<file path="config.mk">
export PLATFORM = sky130hd
export DESIGN_NAME = io_bus_master
export DESIGN_NICKNAME = d
export VERILOG_FILES = /design/src/rtl/io_bus_master.sv
export SDC_FILE = /design/constraint.sdc
export NUM_CORES = 1
export LEC_CHECK = 0
export BUFFER_PORTS_ARGS = -buffer_cell sky130_fd_sc_hd__buf_2
export CAP_MARGIN = 5
export CORE_MARGIN = 8
export CORE_UTILIZATION = 42
export DETAILED_ROUTE_END_ITERATION = 8
export GPL_ROUTABILITY_DRIVEN = 0
export HOLD_SLACK_MARGIN = 0.03
export PLACE_DENSITY = 0.79
export SYNTH_ARGS = -nofsm -noshare
export SYNTH_HDL_FRONTEND = slang
export SYNTH_SLANG_ARGS = --single-unit
</file>
<file path="constraint.sdc">
create_clock -name clk -period 1.4 [get_ports clk]
set_input_delay 0.14 -clock clk [delete_from_list [all_inputs] [get_ports clk]]
set_output_delay 0.14 -clock clk [all_outputs]
set_load 0.02 [all_outputs]
</file>
<file path="src/rtl/io_bus_master.sv">
// io_bus_master: sequences single core requests onto the I/O bus with setup then one-cycle strobe
module io_bus_master #(
  parameter int ADDR_W       = 11,
  parameter int DATA_W       = 4,
  parameter int SETUP_CYCLES = 1
) (
  input  logic              clk,
  input  logic              reset,
  input  logic              req_valid,
  output logic              req_ready,
  input  logic              req_we,
  input  logic [ADDR_W-1:0] req_addr,
  input  logic [DATA_W-1:0] req_wdata,
  output logic              resp_valid,
  output logic [DATA_W-1:0] resp_rdata,
  output logic [ADDR_W-1:0] bus_addr,
  output logic [DATA_W-1:0] bus_wdata,
  input  logic [DATA_W-1:0] bus_rdata,
  output logic              bus_write_en,
  output logic              bus_read_en
);
  typedef enum logic [1:0] {IDLE, SETUP, ACCESS, DONE} state_t;
  localparam logic [2:0] CNT_INIT = 3'(SETUP_CYCLES - 1);
  state_t state, state_nx;
  logic [2:0] cnt, cnt_nx;
  logic we, accept;
  assign req_ready = state == IDLE;
  assign accept = req_ready && req_valid;
  // next-state and setup counter: counter expiry in SETUP moves to the strobe cycle
  always_comb begin
    state_nx = state;
    cnt_nx = cnt;
    state_nx = state == IDLE   ? (req_valid ? SETUP : IDLE) :
               state == SETUP  ? (cnt == 3'd0 ? ACCESS : SETUP) :
               state == ACCESS ? DONE : IDLE;
    cnt_nx = accept ? CNT_INIT : (state == SETUP && cnt != 3'd0) ? cnt - 3'd1 : cnt;
  end
  // state register and setup counter
  always_ff @(posedge clk or posedge reset) begin
    if (reset) begin
      state <= IDLE;
      cnt <= 3'd0;
    end else begin
      state <= state_nx;
      cnt <= cnt_nx;
    end
  end
  // bus outputs registered from next state so strobes are glitch-free and reset clears them at once
  always_ff @(posedge clk or posedge reset) begin
    if (reset) begin
      we <= 1'b0;
      bus_addr <= '0;
      bus_wdata <= '0;
      bus_write_en <= 1'b0;
      bus_read_en <= 1'b0;
      resp_valid <= 1'b0;
      resp_rdata <= '0;
    end else begin
      if (accept) begin
        we <= req_we;
        bus_addr <= req_addr;
        bus_wdata <= req_wdata;
      end
      bus_write_en <= state_nx == ACCESS && we;
      bus_read_en <= state_nx == ACCESS && !we;
      resp_valid <= state_nx == DONE;
      if (state == ACCESS && !we) resp_rdata <= bus_rdata;
    end
  end
endmodule

</file>
==> summary.txt, run 1 <==
Outcome
  – Status: complete, but fails checks
  – Failing checks: setup timing

Timing
  – Hold Fails Final Rpt: 0
  – Fin crit share: 106%
  – Final WS setup: -0.0887 ns
  – Slew @ Worst Pin: approximately 0.33 ns
  – Slew HR: 77.6%
  – Pins Over Slew Limit: 0
  – Tmin final: 1.49 ns
  – Fin Clk Skew: approximately 0.0076 ns
  – Final setup fails: 3
  – RSZ-0062 raised after global routing: true
  – Hold_ws: roughly 0.043 ns
  – Achievable frequency: roughly 0.67 GHz

Global routing
  – Vias in the first global route: around 850
  – Largest net degree at the start of global routing: 19
  – Gr usage total: 10.8%
  – Grt total ovfl: 0
  – Initial antenna violation count: 0
  – First-pass GRT wire length: 3870 µm

Finish
  – Share of cells above drive strength 1: 62.2%
  – Nets: 169
  – Area grow syn2layout: 45.0%
  – Final core occ: 62.4%
  – Fin area: between 0.0015 and 0.002 mm²
  – N_diodes: 0
  – Layout filler cell count: between 200 and 250

Routing
  – Vias per cell: roughly 4.8
  – # DRC: 0
  – Post-route ant nets: 0
  – WL final: between 2000 and 2500 µm
  – Starting DRT DRC Count: 10
  – WL/cell: between 10 and 15 µm
  – Drt pass-1 iters: 2
  – Vias: about 830

Placement
  – Dpl cell area: roughly 0.0015 mm²
  – Pre-CTS worst setup slack: -0.0862 ns
  – Port bufs: 45
  – Detail Placement HPWL: ~1900 µm

Power and ir drop
  – Pwr dens: 2330 mW/mm²
  – Overall Power: slightly below 4 mW
  – Worst IR drop on VDD: about 1400 µV
  – Static leakage: about 0.8 nW

Yosys
  – Netlist Area Pre-Place: about 0.0011 mm²
  – Mapped Cells: 77
  – Largest cells by area after synthesis: dfrtp_1 (61%), mux2_2 (20%), or4b_1 (2.6%)
  – Post-synthesis cell type count: 21
  – Syn avg cell area: between 10 and 15 µm²
  – Mapped Nets: approximately 100
  – Leading area contributor after synthesis: dfrtp_1
  – Ys async rst share: 100%
  – Yosys top cell area share: 61.2%
  – Dominant synthesized flop cell: dfrtp_1
  – #FFs+latches synth: 28
  – Synthesis Warnings: 0
  – Register area share after synthesis: between 60% and 70%
  – Cell with the most instances after synthesis: dfrtp_1
  – Post-synth EDFFs: 0
  – Synth cell count leaders: dfrtp_1 (28), mux2_2 (20), inv_1 (4)

Floorplanning
  – Die H: approximately 68 µm
  – Horiz. Die Dim: 68.2 µm
  – I/O Pins: 46
  – Die footprint: between 0.004 and 0.005 mm²
  – Initial core utilization: 43.0%
  – Row cnt: 19
  – Core area: 0.00266 mm²

Hold path
  – Hold WC Path Type: input pin to register

Clocking
  – Root Buffer: clkbuf_4
  – # clock sinks: 28
  – CTS tree: yes
  – TritonCTS Buffers: 3
  – Clk_lat worst skew: ~0.32 ns
  – Max clock buf depth: 2
  – Reg clk slew, reported paths: roughly 0.15 ns
  – Htree depth: 1

Critical path
  – Worst endpoint required time: between 1.5 and 2 ns
  – Critical path's top delay family: simple AND/OR/NAND/NOR gates
  – Critical Path Most Common Cell: ha_4
  – Reg2Reg Setup Slack: -0.09 ns
  – CP max-delay cell: or4b_1
  – Crit. End Element: register
  – CP Launch Type: register
  – WP buf/inv: 1
  – Crit path DAT: about 1.7 ns
  – Max incr delay on CP: between 0.5 and 0.6 ns
  – Critical path class: register to register
  – Crit-path max FO: 4
  – Crit-path cells: inv_2, ha_4, ha_4, or4b_1, o211ai_1

Run
  – Maxcap violations: 0
[cells in the final DEF, fill, tap and decap left out, types with 2 or more instances in the layout]
cell            n
mux2_2         20
nand3_1         3
buf_2          44
inv_1           2
o211ai_1        3
clkbuf_4        3
dfrtp_1        27
dlygate4sd3_1   9
buf_4          10
or4b_1          2
inv_2           2
ha_4            2
[routing by layer]
layer / wire (µm) / vias up / track usage, %
met2: 1200 / 27 / 16.9
li1: - / 407 / -
met3: 237 / 2 / 4.09
met1: 994 / 392 / 13.2
met4: 21 / 0 / 3.84
met5: 0 / - / 0
[final timing paths]
check | endpoint | cells after the start | startpoint
worst max-delay path | cnt[2] | 5 | cnt[0]
worst min-delay path | bus_wdata[2] | 2 | req_wdata[2]
worst max register to register | cnt[2] | 5 | cnt[0]
worst min register to register | bus_addr[8] | 1 | bus_addr[8]
max in group asynchronous | state[1] | 4 | reset
min in group asynchronous | bus_wdata[3] | 4 | reset
[report_power, final]
part,leakage (nW),switching [mW],internal [mW]
combinational,0.428,0.996,0.960
clock,0.0279,0.232,0.289
sequential,0.339,0.203,1.20
[cells by family (layout without fill, tap and decap cells)]
| kind of cell | Yosys count | in the layout | synth area share (%) |
|---|---|---|---|
| AOI/OAI and AO/OA | 7 | 7 | 4.70 |
| adders and majority gates | 2 | 2 | 2.19 |
| DFF | 28 | 28 | 61.2 |
| and+or+nand+nor | 13 | 13 | 8.96 |
| muxes | 20 | 20 | 19.7 |
| buffers and inverters | 7 | 73 | 3.28 |
[through the flow]
step / cells / setup TNS (ns)
2_1_floorplan: 77 / -0.0170
3_3_place_gp: 158 / -0.0351
3_5_place_dp: 158 / -0.134
4_1_cts: 173 / -0.119
5_1_grt: 174 / -0.296
6_report: 174 / -0.117
[area by class of cell]
cell class / instances / area, µm² / area share (%)
Sequential cell: 28 / 702 / 42.3
Multi-Input combinational cell: 42 / 435 / 26.2
Timing Repair Buffer: 65 / 417 / 25.1
Tap cell: 31 / 38.8 / 2.34
Clock inverter: 1 / 30.0 / 1.81
Clock buffer: 3 / 22.5 / 1.36
Inverter: 4 / 15.0 / 0.904
[registers in the layout (all words and copies together), names as in the netlist]
| register | flops |
|---|---|
| bus_wdata | 4 |
| bus_read_en | 1 |
| resp_rdata | 4 |
| bus_write_en | 1 |
| we | 1 |
| resp_valid | 1 |
| state | 2 |
| bus_addr | 11 |
| cnt | 3 |
[worst register-to-register path, stage by stage (launching register included)]
cell	delay (ns)
dfrtp_1	0.40
inv_2	0.06
ha_4	0.16
ha_4	0.16
or4b_1	0.54
o211ai_1	0.10
[repair_timing]
| item | in CTS | in global routing |
|---|---|---|
| pin swaps | 3 | 1 |
| setup endpoints to repair | 3 | 4 |
| setup buffers | 2 | 1 |
| endpoints found under the hold margin | 36 | 0 |
| hold buffers | 9 | 0 |
| resized for setup | 2 | 5 |
(Power assumes the default switching activity.)
==> inputs of run 2 (changes only) <==
--- a/config.mk
+++ b/config.mk
@@ -7,12 +7,14 @@
 export LEC_CHECK = 0
 export BUFFER_PORTS_ARGS = -buffer_cell sky130_fd_sc_hd__buf_2
 export CAP_MARGIN = 5
+export CELL_PAD_IN_SITES_DETAIL_PLACEMENT = 0
+export CELL_PAD_IN_SITES_GLOBAL_PLACEMENT = 1
 export CORE_MARGIN = 8
-export CORE_UTILIZATION = 42
+export CORE_UTILIZATION = 33
 export DETAILED_ROUTE_END_ITERATION = 8
 export GPL_ROUTABILITY_DRIVEN = 0
 export HOLD_SLACK_MARGIN = 0.03
-export PLACE_DENSITY = 0.79
+export PLACE_DENSITY = 0.78
 export SYNTH_ARGS = -nofsm -noshare
 export SYNTH_HDL_FRONTEND = slang
 export SYNTH_SLANG_ARGS = --single-unit
==> run 2 against run 1 <==
Net effect:
- the flow still finishes with violations (setup timing)
- sequential share of layout area decreased by 4.3 points
- cell area increased by 11%
- worst setup slack improved by 0.041 ns
- critical endpoint unchanged
==> summary.txt, run 2 (same netlist as run 1, synthesis figures left out) <==
Outcome
  – Status: complete, but fails checks
  – Failing checks: setup timing

Clocking
  – # clock sinks: 28 (unchanged)
  – TritonCTS Buffers: 3 (unchanged)
  – Max clock buf depth: 2 (unchanged)
  – Root Buffer: clkbuf_4
  – Htree depth: 1 (unchanged)
  – Clk_lat worst skew: 0.34 ns (+0.02 ns)
  – CTS tree: yes
  – Reg clk slew, reported paths: 0.14 ns (about the same)

Power and ir drop
  – Int Power: 2.57 mW (+5.2%)
  – Clock Power Share: 13.1% (-0.3 points)
  – Flop pwr share: 34.7% (-1.4 points)
  – Static leakage: 0.872 nW (+9.7%)
  – Psw: 1.51 mW (+5.2%)
  – Pwr dens: 2210 mW/mm² (-5.5%)
  – Sw Share: 36.9% (about the same)
  – Worst IR drop on VDD: 971 µV (-32%)
  – Comb pwr share: 52.2% (+1.7 points)

Floorplanning
  – Die footprint: 0.00561 mm² (+21%)
  – Horiz. Die Dim: 74.9 µm (+9.8%)
  – Die H: 74.9 µm (+9.8%)
  – Row cnt: 21 (+2)
  – Core area: 0.00334 mm² (+25%)
  – I/O Pins: 46 (unchanged)
  – Initial core utilization: 34.3% (-8.7 points)

Finish
  – N_diodes: 0 (unchanged)
  – Max reg flops: 11 (unchanged)
  – Nets: 186 (+10%)
  – Fin area: 0.00185 mm² (+11%)
  – Area grow syn2layout: 61.5%
  – Commonest cells after routing, fill and taps aside: buf_2 (44), dfrtp_1 (26), dlygate4sd3_1 (21)
  – Final core occ: 55.4% (-6.9 points)
  – Share of cells above drive strength 1: 61.3% (-0.99 points)
  – Largest register by flop count: bus_addr
  – Top flop regs: bus_addr: 11 flops, bus_wdata: 4 flops, resp_rdata: 4 flops
  – Most common cell after layout, fill and taps aside: buf_2

Run
  – Maxcap violations: 0 (unchanged)

Critical path
  – CP Launch Type: register
  – Crit. End Element: register
  – Worst endpoint required time: 1.67 ns (+0.02 ns)
  – R2r worst-path depth: 5 (unchanged)
  – Crit path DAT: 1.71 ns (-0.03 ns)
  – Crit-path max FO: 5 (+1)
  – Critical path class: register to register

Global routing
  – Initial antenna violation count: 0 (unchanged)
  – Gr usage total: 10.7% (-0.043 points)
  – Vias in the first global route: 993 (+16%)
  – First-pass GRT wire length: 4550 µm (+17%)
  – Largest net degree at the start of global routing: 29 (+10)
  – Grt total ovfl: 0 (unchanged)

Routing
  – Starting DRT DRC Count: 17 (+7)
  – WL/cell: 14.1 µm (-0.20%)
  – Vias per cell: 4.36 (-8.3%)
  – # DRC: 0 (unchanged)
  – WL final: 2900 µm (+18%)
  – Vias: 899 (+8.6%)
  – Post-route ant nets: 0 (unchanged)
  – Drt pass-1 iters: 4 (+2)

Timing
  – Achievable frequency: 0.691 GHz (+2.8%)
  – Fin crit share: 103% (-2.9 points)
  – Slew HR: 75.7% (-1.9 points)
  – Final setup fails: 3 (unchanged)
  – Slew @ Worst Pin: 0.363 ns (+0.0286 ns)
  – Hold_ws: 0.0772 ns (+0.0345 ns)
  – Tmin final: 1.45 ns (-0.0412 ns)
  – Pins Over Slew Limit: 0 (unchanged)
  – Hold Fails Final Rpt: 0 (unchanged)
  – Fin Clk Skew: 0.00524 ns (-0.00233 ns)
  – Final WS setup: -0.0476 ns (+0.0412 ns)
  – RSZ-0062 raised after global routing: true

Placement
  – Dpl cell area: 0.00150 mm² (+1.8%)
  – Port bufs: 45 (unchanged)
  – Detail Placement HPWL: 1910 µm (+2.4%)

Hold path
  – Hold Path Stages: 2 (unchanged)
  – Hold WC Path Type: input pin to register
## run 2: cell count changes in the layout (fill, tap and decap cells not counted)
| cell | change |
|---|---|
| o21ai_2 | +1 |
| nor3b_1 | -1 |
| nor2_1 | -1 |
| dfrtp_1 | -1 |
| dfrtp_2 | +1 |
| o21ai_0 | -1 |
| nor3b_2 | +1 |
| buf_4 | +5 |
| nor2_2 | +1 |
| dlygate4sd3_1 | +12 |
## run 2: worst max-delay path: stages (launching register included)
cell and delay (ns):
dfrtp_1 0.39, inv_2 0.06, ha_4 0.16, ha_4 0.17, or4b_1 0.51, o211ai_1 0.09
## run 2: area by class of cell
type	instances	area [µm²]
Fill cell	285	1490
Inverter	4	15.0
Multi-Input combinational cell	42	447
Clock buffer	3	22.5
Clock inverter	1	30.0
Timing Repair Buffer	82	574
Sequential cell	28	703
Tap cell	46	57.6
## run 2: final timing paths
check	startpoint	slack (ns)	to
max in group asynchronous	reset	0.74	state[0]
hold reg to reg	we	0.50	bus_read_en
min in group asynchronous	reset	0.39	bus_addr[3]
hold / removal	req_valid	0.08	state[0]
setup / recovery	cnt[0]	-0.05	cnt[2]
setup reg to reg	cnt[0]	-0.05	cnt[2]
## run 2: per-stage QoR
stage | instances | setup TNS [ns] | power [mW] | worst slack, ns
final | 206 | -0.0823 | 4.08 | -0.0476
after global routing | 206 | -0.238 | 4.34 | -0.103
after CTS | 204 | -0.0879 | 3.99 | -0.0469
after detailed placement | 174 | -0.144 | 3.29 | -0.0796
after global placement | 174 | -0.0309 | 3.21 | -0.0309
after floorplan | 77 | -0.0170 | 2.61 | -0.0170
## run 2: layer usage
layer	vias to the layer above	track usage (%)	part of all wire, %
met5	-	0	0
li1	439	-	-
met2	24	20.2	57
met4	0	5.22	2.2
met1	431	10.5	36
met3	5	2.66	5.1
## run 2: what timing repair did
| item | in CTS | in global routing |
|---|---|---|
| resized for setup | 4 | 8 |
| hold buffers | 21 | 0 |
| buffers inserted | 5 | 2 |
| pin swaps | 3 | 2 |
| setup endpoints to repair | 4 | 17 |
| endpoints found under the hold margin | 48 | 0 |
## run 2: power by group through the flow
stage | Clock (mW) | Sequential (mW) | Combinational (mW)
final | 0.534 | 1.42 | 2.13
after global routing | 0.575 | 1.47 | 2.29
after CTS | 0.548 | 1.42 | 2.03
after detailed placement | 0 | 1.43 | 1.87
after floorplan | 0 | 1.79 | 0.814
after global placement | 0 | 1.40 | 1.81
